### config.mk
export PLATFORM = sky130hd
export DESIGN_NAME = pipelined_adder_unit
export DESIGN_NICKNAME = d
export VERILOG_FILES = /design/src/rtl/adder_pkg.sv /design/src/rtl/adder_segment.sv /design/src/rtl/pipelined_adder_unit.sv
export SDC_FILE = /design/constraint.sdc
export NUM_CORES = 1
export LEC_CHECK = 0
export BUFFER_PORTS_ARGS = -buffer_cell sky130_fd_sc_hd__buf_2
export CAP_MARGIN = 20
export CORE_UTILIZATION = 30
export CTS_CLUSTER_DIAMETER = 100
export DETAILED_ROUTE_END_ITERATION = 12
export GPL_TIMING_DRIVEN = 0
export SYNTH_ARGS = -nofsm -noshare
export SYNTH_HDL_FRONTEND = slang
export SYNTH_SLANG_ARGS = --single-unit
### constraint.sdc
create_clock -name clk -period 5.2 [get_ports clk]
set_input_delay 0.26 -clock clk [delete_from_list [all_inputs] [get_ports clk]]
set_output_delay 0.26 -clock clk [all_outputs]
set_load 0.05 [all_outputs]
### src/rtl/adder_pkg.sv
// Shared types and default sizing for the pipelined add/subtract unit.
package adder_pkg;

    typedef enum logic {
        ADD_OP = 1'b0,
        SUB_OP = 1'b1
    } adder_op_t;

    localparam int unsigned DEFAULT_WORD_WIDTH = 32;
    localparam int unsigned DEFAULT_NUM_STAGES = 4;

endpackage

### src/rtl/adder_segment.sv
// Combinational segment adder: one slice of the segmented carry chain.
// msb_cin is the carry into the top bit, used for signed overflow.
module adder_segment #(
    parameter int unsigned WIDTH = 8
) (
    input  logic [WIDTH-1:0] a,
    input  logic [WIDTH-1:0] b,
    input  logic             cin,
    output logic [WIDTH-1:0] sum,
    output logic             cout,
    output logic             msb_cin
);

    assign {cout, sum} = {1'b0, a} + {1'b0, b} + {{WIDTH{1'b0}}, cin};
    // sum = a ^ b ^ carry-in at each bit, so the MSB carry-in falls out directly.
    assign msb_cin = a[WIDTH-1] ^ b[WIDTH-1] ^ sum[WIDTH-1];

endmodule

### src/rtl/pipelined_adder_unit.sv
// Pipelined add/subtract unit: one carry-chain segment per stage, valid/ready on both sides.
// Operands and partial results travel with each beat; results leave in acceptance order.
module pipelined_adder_unit
    import adder_pkg::*;
#(
    parameter int unsigned WORD_WIDTH = DEFAULT_WORD_WIDTH,
    parameter int unsigned NUM_STAGES = DEFAULT_NUM_STAGES
) (
    input  logic                  clk,
    input  logic                  reset_n,
    input  logic                  in_valid,
    output logic                  in_ready,
    input  logic                  op,
    input  logic [WORD_WIDTH-1:0] a,
    input  logic [WORD_WIDTH-1:0] b,
    output logic                  out_valid,
    input  logic                  out_ready,
    output logic [WORD_WIDTH-1:0] y,
    output logic                  cout,
    output logic                  ovf
);

    if (NUM_STAGES == 0 || (WORD_WIDTH % NUM_STAGES) != 0) begin : g_param_check
        $error("NUM_STAGES must be at least 1 and divide WORD_WIDTH");
    end

    localparam int unsigned SEG_WIDTH = WORD_WIDTH / NUM_STAGES;

    adder_op_t op_e;

    logic [NUM_STAGES-1:0] valid_q;
    logic [NUM_STAGES-1:0] adv;
    logic [NUM_STAGES-1:0] src_valid;

    // Index s is the input side of stage s; index NUM_STAGES is the last stage's registers.
    logic [WORD_WIDTH-1:0] op_a [NUM_STAGES+1];
    logic [WORD_WIDTH-1:0] op_b [NUM_STAGES+1];
    logic [WORD_WIDTH-1:0] op_y [NUM_STAGES+1];
    logic [NUM_STAGES:0]   op_c;
    logic                  ovf_q;

    assign op_e    = adder_op_t'(op);
    assign op_a[0] = a;
    assign op_b[0] = (op_e == SUB_OP) ? ~b : b;
    assign op_c[0] = (op_e == SUB_OP);
    assign op_y[0] = '0;

    // A stage moves when it is empty or its successor moves, so bubbles collapse.
    always_comb begin
        adv       = '0;
        src_valid = '0;
        adv[NUM_STAGES-1] = !valid_q[NUM_STAGES-1] || out_ready;
        for (int s = NUM_STAGES - 2; s >= 0; s--) begin
            adv[s] = !valid_q[s] || adv[s+1];
        end
        src_valid[0] = in_valid;
        for (int s = 1; s < NUM_STAGES; s++) begin
            src_valid[s] = valid_q[s-1];
        end
    end

    always_ff @(posedge clk or negedge reset_n) begin
        if (!reset_n) begin
            valid_q <= '0;
        end else begin
            for (int s = 0; s < NUM_STAGES; s++) begin
                if (adv[s]) begin
                    valid_q[s] <= src_valid[s];
                end
            end
        end
    end

    for (genvar s = 0; s < NUM_STAGES; s++) begin : g_stage
        logic [SEG_WIDTH-1:0]  seg_sum;
        logic                  seg_cout;
        logic                  seg_msb_cin;
        logic [WORD_WIDTH-1:0] y_d;
        logic [WORD_WIDTH-1:0] a_q;
        logic [WORD_WIDTH-1:0] b_q;
        logic [WORD_WIDTH-1:0] y_q;
        logic                  c_q;

        adder_segment #(
            .WIDTH(SEG_WIDTH)
        ) u_segment (
            .a      (op_a[s][s*SEG_WIDTH +: SEG_WIDTH]),
            .b      (op_b[s][s*SEG_WIDTH +: SEG_WIDTH]),
            .cin    (op_c[s]),
            .sum    (seg_sum),
            .cout   (seg_cout),
            .msb_cin(seg_msb_cin)
        );

        always_comb begin
            y_d = op_y[s];
            y_d[s*SEG_WIDTH +: SEG_WIDTH] = seg_sum;
        end

        always_ff @(posedge clk or negedge reset_n) begin
            if (!reset_n) begin
                a_q <= '0;
                b_q <= '0;
                y_q <= '0;
                c_q <= 1'b0;
            end else if (adv[s] && src_valid[s]) begin
                a_q <= op_a[s];
                b_q <= op_b[s];
                y_q <= y_d;
                c_q <= seg_cout;
            end
        end

        assign op_a[s+1] = a_q;
        assign op_b[s+1] = b_q;
        assign op_y[s+1] = y_q;
        assign op_c[s+1] = c_q;

        if (s == NUM_STAGES - 1) begin : g_flags
            always_ff @(posedge clk or negedge reset_n) begin
                if (!reset_n) begin
                    ovf_q <= 1'b0;
                end else if (adv[s] && src_valid[s]) begin
                    ovf_q <= seg_msb_cin ^ seg_cout;
                end
            end
        end else begin : g_no_flags
            logic unused_msb_cin;
            assign unused_msb_cin = seg_msb_cin;
        end
    end

    // Operands are fully consumed by the last stage.
    logic unused_tail;
    assign unused_tail = ^{op_a[NUM_STAGES], op_b[NUM_STAGES]};

    assign in_ready  = adv[0];
    assign out_valid = valid_q[NUM_STAGES-1];
    assign y         = op_y[NUM_STAGES];
    assign cout      = op_c[NUM_STAGES];
    assign ovf       = ovf_q;

endmodule

==> run metrics, run 1 <==
Wirelength per Cell between 15 and 20 um; Post-Synth XOR/XNOR Area 0.05236; routing usage on met3 0.03250; Critical Path AT approximately 2.8 ns; DR iter-0 viols about 210; worst r2r src g_stage[2].a_q[24]; Post-synth EDFFs 0; Async SR Flop Fraction 1.000; layout cells sized above 1 0.3175; register share of total power 0.389; Via-to-Cell Ratio approximately 4.5; synth unique cells a little over 50; TritonCTS buffer count 17; Detailed Place HPWL 13.54 mm; Synth Flop Type dfrtp_1; synthesized area between 8000 and 9000 um^2; Slowest-stage cell, CP fa_1; Syn Inst Count 704; gpl congestion 0.7689; met1 Usage GRT 0.1755; row count 60; vias in the first global route 5,556; fmax about 400 MHz; core area between 20,000 and 30,000 um^2; grt ovf 0; Placed Instances around 1,200; io pins around 110; met2 usage 0.2242; Max VDD drop about 0.24 mV; Total Wirelength approximately 18 mm; postcts setup bufs 0; largest net degree at the start of global routing 95; largest family of logic cells by synthesized area multiplexers; initial antenna violation count 0; GRT Max-Usage Layer met2; critical path class flop to flop; die height roughly 170 um; adder-cell share of the synthesized area 0.05864; Critical path buffers and inverters 0; simple-gate share of the synthesized area 0.09080; Vias around 5,500; DRC Markers 0; part of the cycle the worst path needs 0.4794; clock sink count approximately 190; Slew Viols, Final 0; CTS Buffer Depth 2; data required time of the critical path 5.51 ns; post-route insts no fill ~1,200; max_slew headroom 0.5307; setup tns final 0 ns; worst skew pair latency about 0.43 ns; internal power around 3.6 mW; WHS Path Cells 3; Ys Warns 0; clk slew on worst S/H paths roughly 0.07 ns; sequential element share of the synthesized area 0.5535; Sw Ratio 0.3568; Hold Violations, Final 0; Crit. End Element flop; critical path, cell by cell fa_1 -> fa_1 -> a211oi_1 -> nor4b_1 -> a211oi_2 -> xnor2_1 -> o21ai_1; FF-to-FF End ovf; worst setup margin 2.707 ns; Setup-failing EPs final 0; average size of a mapped cell 11.88 um^2; Yosys reg bits around 190; static leakage between 4 and 5 nW; Pre-antenna DRT Iters 4; Synth Net Count 808; Worst Hold End g_stage[0].a_q[13]; Die W 169.0 um; R2R setup slack 2.71 ns; antenna diode count 0; clock power share 0.261; PnR Total Power 5.646 mW; CTS tree done; port buffer count slightly above 100; Area Overhead vs Synth 20.34%; Comb power frac 0.350; nets@finish between 900 and 1,000; gr usage total 0.1357; pwr/cell area about 560 nW/um^2; Final min period around 2.5 ns; Worst R2R Path Depth 7; Root Driver clkbuf_16; post-synthesis mux area share 0.1372; most used cell, CP fa_1; Max stage delay on crit path slightly below 0.5 ns; CTS resizes 0; Sw Pwr a little over 2 mW; Final Skew 0.009511 ns; RSZ-0062 raised after global routing false; worst hold start a[13]; Setup Slack @ Placement roughly 2.7 ns; Max FO, Critical Path 3; Slew @ Worst Pin roughly 0.7 ns; Final ANT Viol Nets 0; first-pass GRT wire length between 20 and 30 mm; outcome complete, no violations; Setup crit start kind flop; die footprint roughly 29,000 um^2; worst hold path class input port to flop; Top Family by Delay on Critical Path adder cells; max cap viols 0; compound-cell area share of the yosys netlist 0.08212; initial core utilization 0.3078; H-tree Lvls 4
## through the flow
stage	util	instance area, um^2	hold slack (ns)
floorplan	-	8364	-0.03559
global placement	0.3439	9345	0.4525
detailed placement	0.3453	9383	0.3398
CTS	0.3704	10070	0.001947
global route	0.3704	10070	0.009834
finish	0.3704	10070	0.01632
## power groups by stage
stage	combinational, mW	sequential (mW)	clock [mW]
2_1_floorplan	1.09	2.60	0
3_3_place_gp	1.97	2.22	0
3_5_place_dp	2.00	2.23	0
4_1_cts	2.01	2.21	1.51
5_1_grt	2.17	2.27	1.57
6_report	1.98	2.20	1.47
## metal layers
layer	up-vias	part of all wire
met5	-	0
met4	0	0.013
met3	16	0.042
met2	88	0.49
met1	2680	0.46
li1	2670	-
## how the worst max path moves through the flow
stage / to / slack, ns / from / cells past startpoint
after floorplan: g_stage[1].c_q / 2.95 / g_stage[0].a_q[8] / 7
after global placement: y[2] / 0.80 / reset_n / 1
after detailed placement: g_stage[0].y_q[6] / 2.72 / op / 9
after CTS: ovf / 2.71 / g_stage[2].a_q[24] / 7
after global routing: ovf / 2.58 / g_stage[2].a_q[24] / 7
final: ovf / 2.71 / g_stage[2].a_q[24] / 7
## cell usage after synthesis (2+ instances only)
cell type	instances	area, um^2
nor3b_1	2	15.01
nor2b_1	3	18.77
nand4_1	2	12.51
o21bai_1	3	22.52
buf_6	2	22.52
buf_4	4	30.03
o31a_1	2	17.52
nor2_1	7	26.28
fa_1	7	140.1
ha_1	28	350.3
mux2_2	101	1137
a21o_1	8	60.06
buf_2	17	85.08
and3_1	2	12.51
a211oi_1	7	52.55
o21ai_0	58	290.3
nand2_1	134	503.0
o21ai_1	2	10.01
or3_1	2	12.51
a21oi_1	16	80.08
o21a_1	2	15.01
nand2b_1	6	37.54
o211ai_1	3	22.52
clkbuf_1	8	30.03
o31ai_1	6	45.04
inv_1	12	45.04
xnor2_1	30	262.8
xor2_1	20	175.2
dfrtp_1	185	4629
nor3_1	4	20.02
## cell families after synthesis
kind of cell             Yosys count
adder cells (fa/ha/maj)           35
buffers and inverters             43
flip-flops                       185
AO/OA/AOI/OAI                    115
multiplexers                     102
XOR/XNOR                          50
AND/OR/NAND/NOR                  174
## repair_timing
item / 4_1_cts / 5_1_grt
endpoints found under the hold margin: 91 / 0
hold buffers: 1 / 0
setup endpoints to repair: 0 / 0
## layout make-up
| cell class | count | area, um^2 |
|---|---|---|
| plain buffers | 31 | 167.7 |
| flip-flops and latches | 185 | 4629 |
| clock inverters | 14 | 244.0 |
| inverters | 12 | 45.04 |
| fillers | 2742 | 17110 |
| well taps | 372 | 465.4 |
| clock buffers | 18 | 429.2 |
| repair buffers | 105 | 563.0 |
| multi-input cells | 476 | 3522 |
## state kept, by name, summed over array words and instances, names as in the netlist
register / flops
cout: 1
g_stage.y_q: 48
ovf: 1
g_stage.a_q: 48
y: 32
valid_q: 4
g_stage.c_q: 3
g_stage.b_q: 48
## worst register-to-register path, cell delays in order (launching register included)
cell and delay, ns:
dfrtp_1 0.40, fa_1 0.49, fa_1 0.46, a211oi_1 0.34, nor4b_1 0.12, a211oi_2 0.32, xnor2_1 0.16, o21ai_1 0.07
## layout by cell type (no fill, tap or decap), drive strengths merged, types with 2 or more instances in the layout
master,netlist,final
ha,28,28
clkbuf,8,26
o21a,2,2
buf,23,127
fa,7,7
or3,2,2
xnor2,30,30
a21o,8,8
o31a,2,2
and2,2,2
and3,2,2
nor2b,4,4
bufinv,0,6
o21ai,61,61
o21bai,3,3
a211oi,8,8
a21oi,16,16
mux2,101,101
or2,2,2
clkinv,0,4
inv,12,14
a31o,2,2
dfrtp,185,185
nor3,4,4
o31ai,6,6
nor2,7,7
clkinvlp,0,2
nand4,2,2
nand2,134,134
nand2b,6,6
nor3b,2,2
xor2,20,20
o211ai,3,3
No activity file was read; power rests on OpenSTA's default activity.
==> inputs of run 2 (changes only) <==
==> constraint.sdc (replaced) <==
create_clock -name clk -period 2.1 [get_ports clk]
set_input_delay 0.105 -clock clk [delete_from_list [all_inputs] [get_ports clk]]
set_output_delay 0.105 -clock clk [all_outputs]
set_load 0.05 [all_outputs]
==> run 2 against run 1 <==
Net effect:
- the flow now finishes with violations (setup timing)
- worst hold slack barely moved
- register-to-register slack worse by 2.8 ns
- clock power rose by 120%
- clock skew down 0.0017 ns
- sequential power up 150%
- sequential cell count stayed put
- sequential share of layout area decreased by 2.3 points
- critical path type unchanged
- critical endpoint is now g_stage[1].y_q[12]
- largest power group unchanged
- highest routed layer unchanged
==> run metrics, run 2 (same netlist as run 1, synthesis figures left out) <==
failing checks setup timing; Comb power frac 0.372; Final Skew about 0.0078 ns; die footprint roughly 29,000 um^2; Top Family by Delay on Critical Path adder cells; Slew @ Worst Pin between 0.6 and 0.7 ns; initial antenna violation count 1; Sw Pwr 5.072 mW; Area Overhead vs Synth 26.73%; register share of total power 0.393; Sw Ratio 0.3675; Vias approximately 5,600; Wirelength per Cell between 10 and 15 um; clock sink count ~190; worst setup margin -0.06495 ns; RSZ-0062 raised after global routing true; port buffer count 103; internal power slightly below 9 mW; Via-to-Cell Ratio between 4 and 5; most used cell, CP buf_4; CTS tree done; final hold slack between 0.015 and 0.02 ns; max_slew headroom 0.5714; Critical path buffers and inverters 3; most frequent cells in the layout 185 x dfrtp_1, 134 x nand2_1, 119 x buf_2; io pins 105; die height approximately 170 um; Slowest-stage cell, CP fa_2; part of the cycle the worst path needs 1.031; initial core utilization 0.3078; H-tree Lvls 4; Setup crit start kind flop; CTS Buffer Depth 2; clock power share 0.235; first-pass GRT wire length approximately 31 mm; clk slew on worst S/H paths about 0.070 ns; nets@finish between 900 and 1,000; static leakage between 4 and 5 nW; Critical Path AT ~2.5 ns; pwr/cell area ~1300 nW/um^2; outcome finished with violations; setup tns final -0.1365 ns; commonest non-fill, non-tap cell in the layout dfrtp_1; critical path, cell by cell fa_2 -> fa_2 -> a21o_1 -> a21oi_2 -> buf_4 -> buf_4 -> buf_4 -> xnor2_2 -> o21ai_1; max cap viols 0; vias in the first global route about 5,700; gr usage total 0.1388; Detailed Place HPWL 13.52 mm; critical path class flop to flop; TritonCTS buffer count 17; DRC Markers 0; gpl congestion roughly 0.78; row count 60; Largest regs g_stage.a_q: 48 flops, g_stage.b_q: 48 flops, g_stage.y_q: 48 flops; core area between 20,000 and 30,000 um^2; Final Util 0.3901; worst skew pair latency 0.43 ns; worst hold path class input port to flop; Die W roughly 170 um; largest net degree at the start of global routing 110; Hold Violations, Final 0; Root Driver clkbuf_16; Pre-antenna DRT Iters 4; layout cells sized above 1 0.3244; Total Wirelength around 19 mm; Final ANT Viol Nets 0; Slew Viols, Final 0; Max stage delay on crit path between 0.4 and 0.5 ns; grt ovf 0; PnR Total Power 13.80 mW; Final min period approximately 2.2 ns; data required time of the critical path between 2 and 2.5 ns; Max VDD drop 0.5434 mV; Max FO, Critical Path 3; fmax between 400 and 500 MHz; Crit. End Element flop; DR iter-0 viols 240; Setup-failing EPs final 3
==> run 2: cell count changes in the layout (fill, tap and decap cells not counted), sizes merged <==
cell | before | now
buf | 127 | 134
dlygate4sd3 | 1 | 50
inv | 14 | 16
clkinvlp | 2 | 4
bufinv | 6 | 2
diode | 0 | 1
==> run 2: worst register-to-register path, cell delays in order (launching register included) <==
cell and delay [ns]:
dfrtp_1 0.41, fa_2 0.43, fa_2 0.36, a21o_1 0.17, a21oi_2 0.18, buf_4 0.13
buf_4 0.09, buf_4 0.10, xnor2_2 0.10, o21ai_1 0.07
==> run 2: per-layer routing <==
layer,vias up,track usage,share of wire
met2,93,0.2239,0.47
met1,2671,0.1828,0.47
met3,18,0.03156,0.045
li1,2775,-,-
met4,0,0.04935,0.022
met5,-,0,0
==> run 2: cell type report <==
type                            instances  area [um^2]
Inverter                               12        45.04
Tap cell                              372        465.4
Multi-Input combinational cell        476         3578
Fill cell                            2725        16580
Clock inverter                         14        166.4
Antenna cell                            1        2.502
Buffer                                 31        167.7
Clock buffer                           18        439.2
Sequential cell                       185         4629
Timing Repair Buffer                  161         1106
==> run 2: final timing paths <==
kind	startpoint	to	slack, ns	cells past startpoint
worst min register to register	g_stage[0].a_q[19]	g_stage[0].a_q[19]	0.47	2
worst min-delay path	b[20]	g_stage[0].b_q[20]	0.02	3
worst max register to register	g_stage[0].a_q[8]	g_stage[1].y_q[12]	-0.06	9
min in group asynchronous	reset_n	y[17]	0.23	2
worst max-delay path	g_stage[0].a_q[8]	g_stage[1].y_q[12]	-0.06	9
max in group asynchronous	reset_n	g_stage[0].a_q[24]	0.93	3
==> run 2: power groups by stage <==
| stage | registers, mW | clock network [mW] | logic [mW] |
|---|---|---|---|
| after global placement | 5.48 | 0 | 4.90 |
| after floorplan | 6.45 | 0 | 2.74 |
| final | 5.43 | 3.24 | 5.13 |
| after global routing | 5.61 | 3.49 | 5.67 |
| after CTS | 5.46 | 3.35 | 5.15 |
| after detailed placement | 5.52 | 0 | 4.98 |
==> run 2: timing repair <==
item / in CTS / in global routing
gates resized for setup: 6 / 8
cloned: 0 / 0
setup buffers: 6 / 1
pin swaps: 11 / 9
endpoints found under the setup margin: 6 / 10
endpoints found under the hold margin: 125 / 0
hold buffers: 50 / 0
==> run 2: through the flow <==
step                worst slack (ns)  cells  area, um^2
floorplan                    0.01150    704        8383
global placement              -2.123   1179        9364
detailed placement           -0.2235   1180        9402
CTS                         -0.05864   1268       10560
global route                 -0.1784   1270       10600
finish                      -0.06495   1270       10600
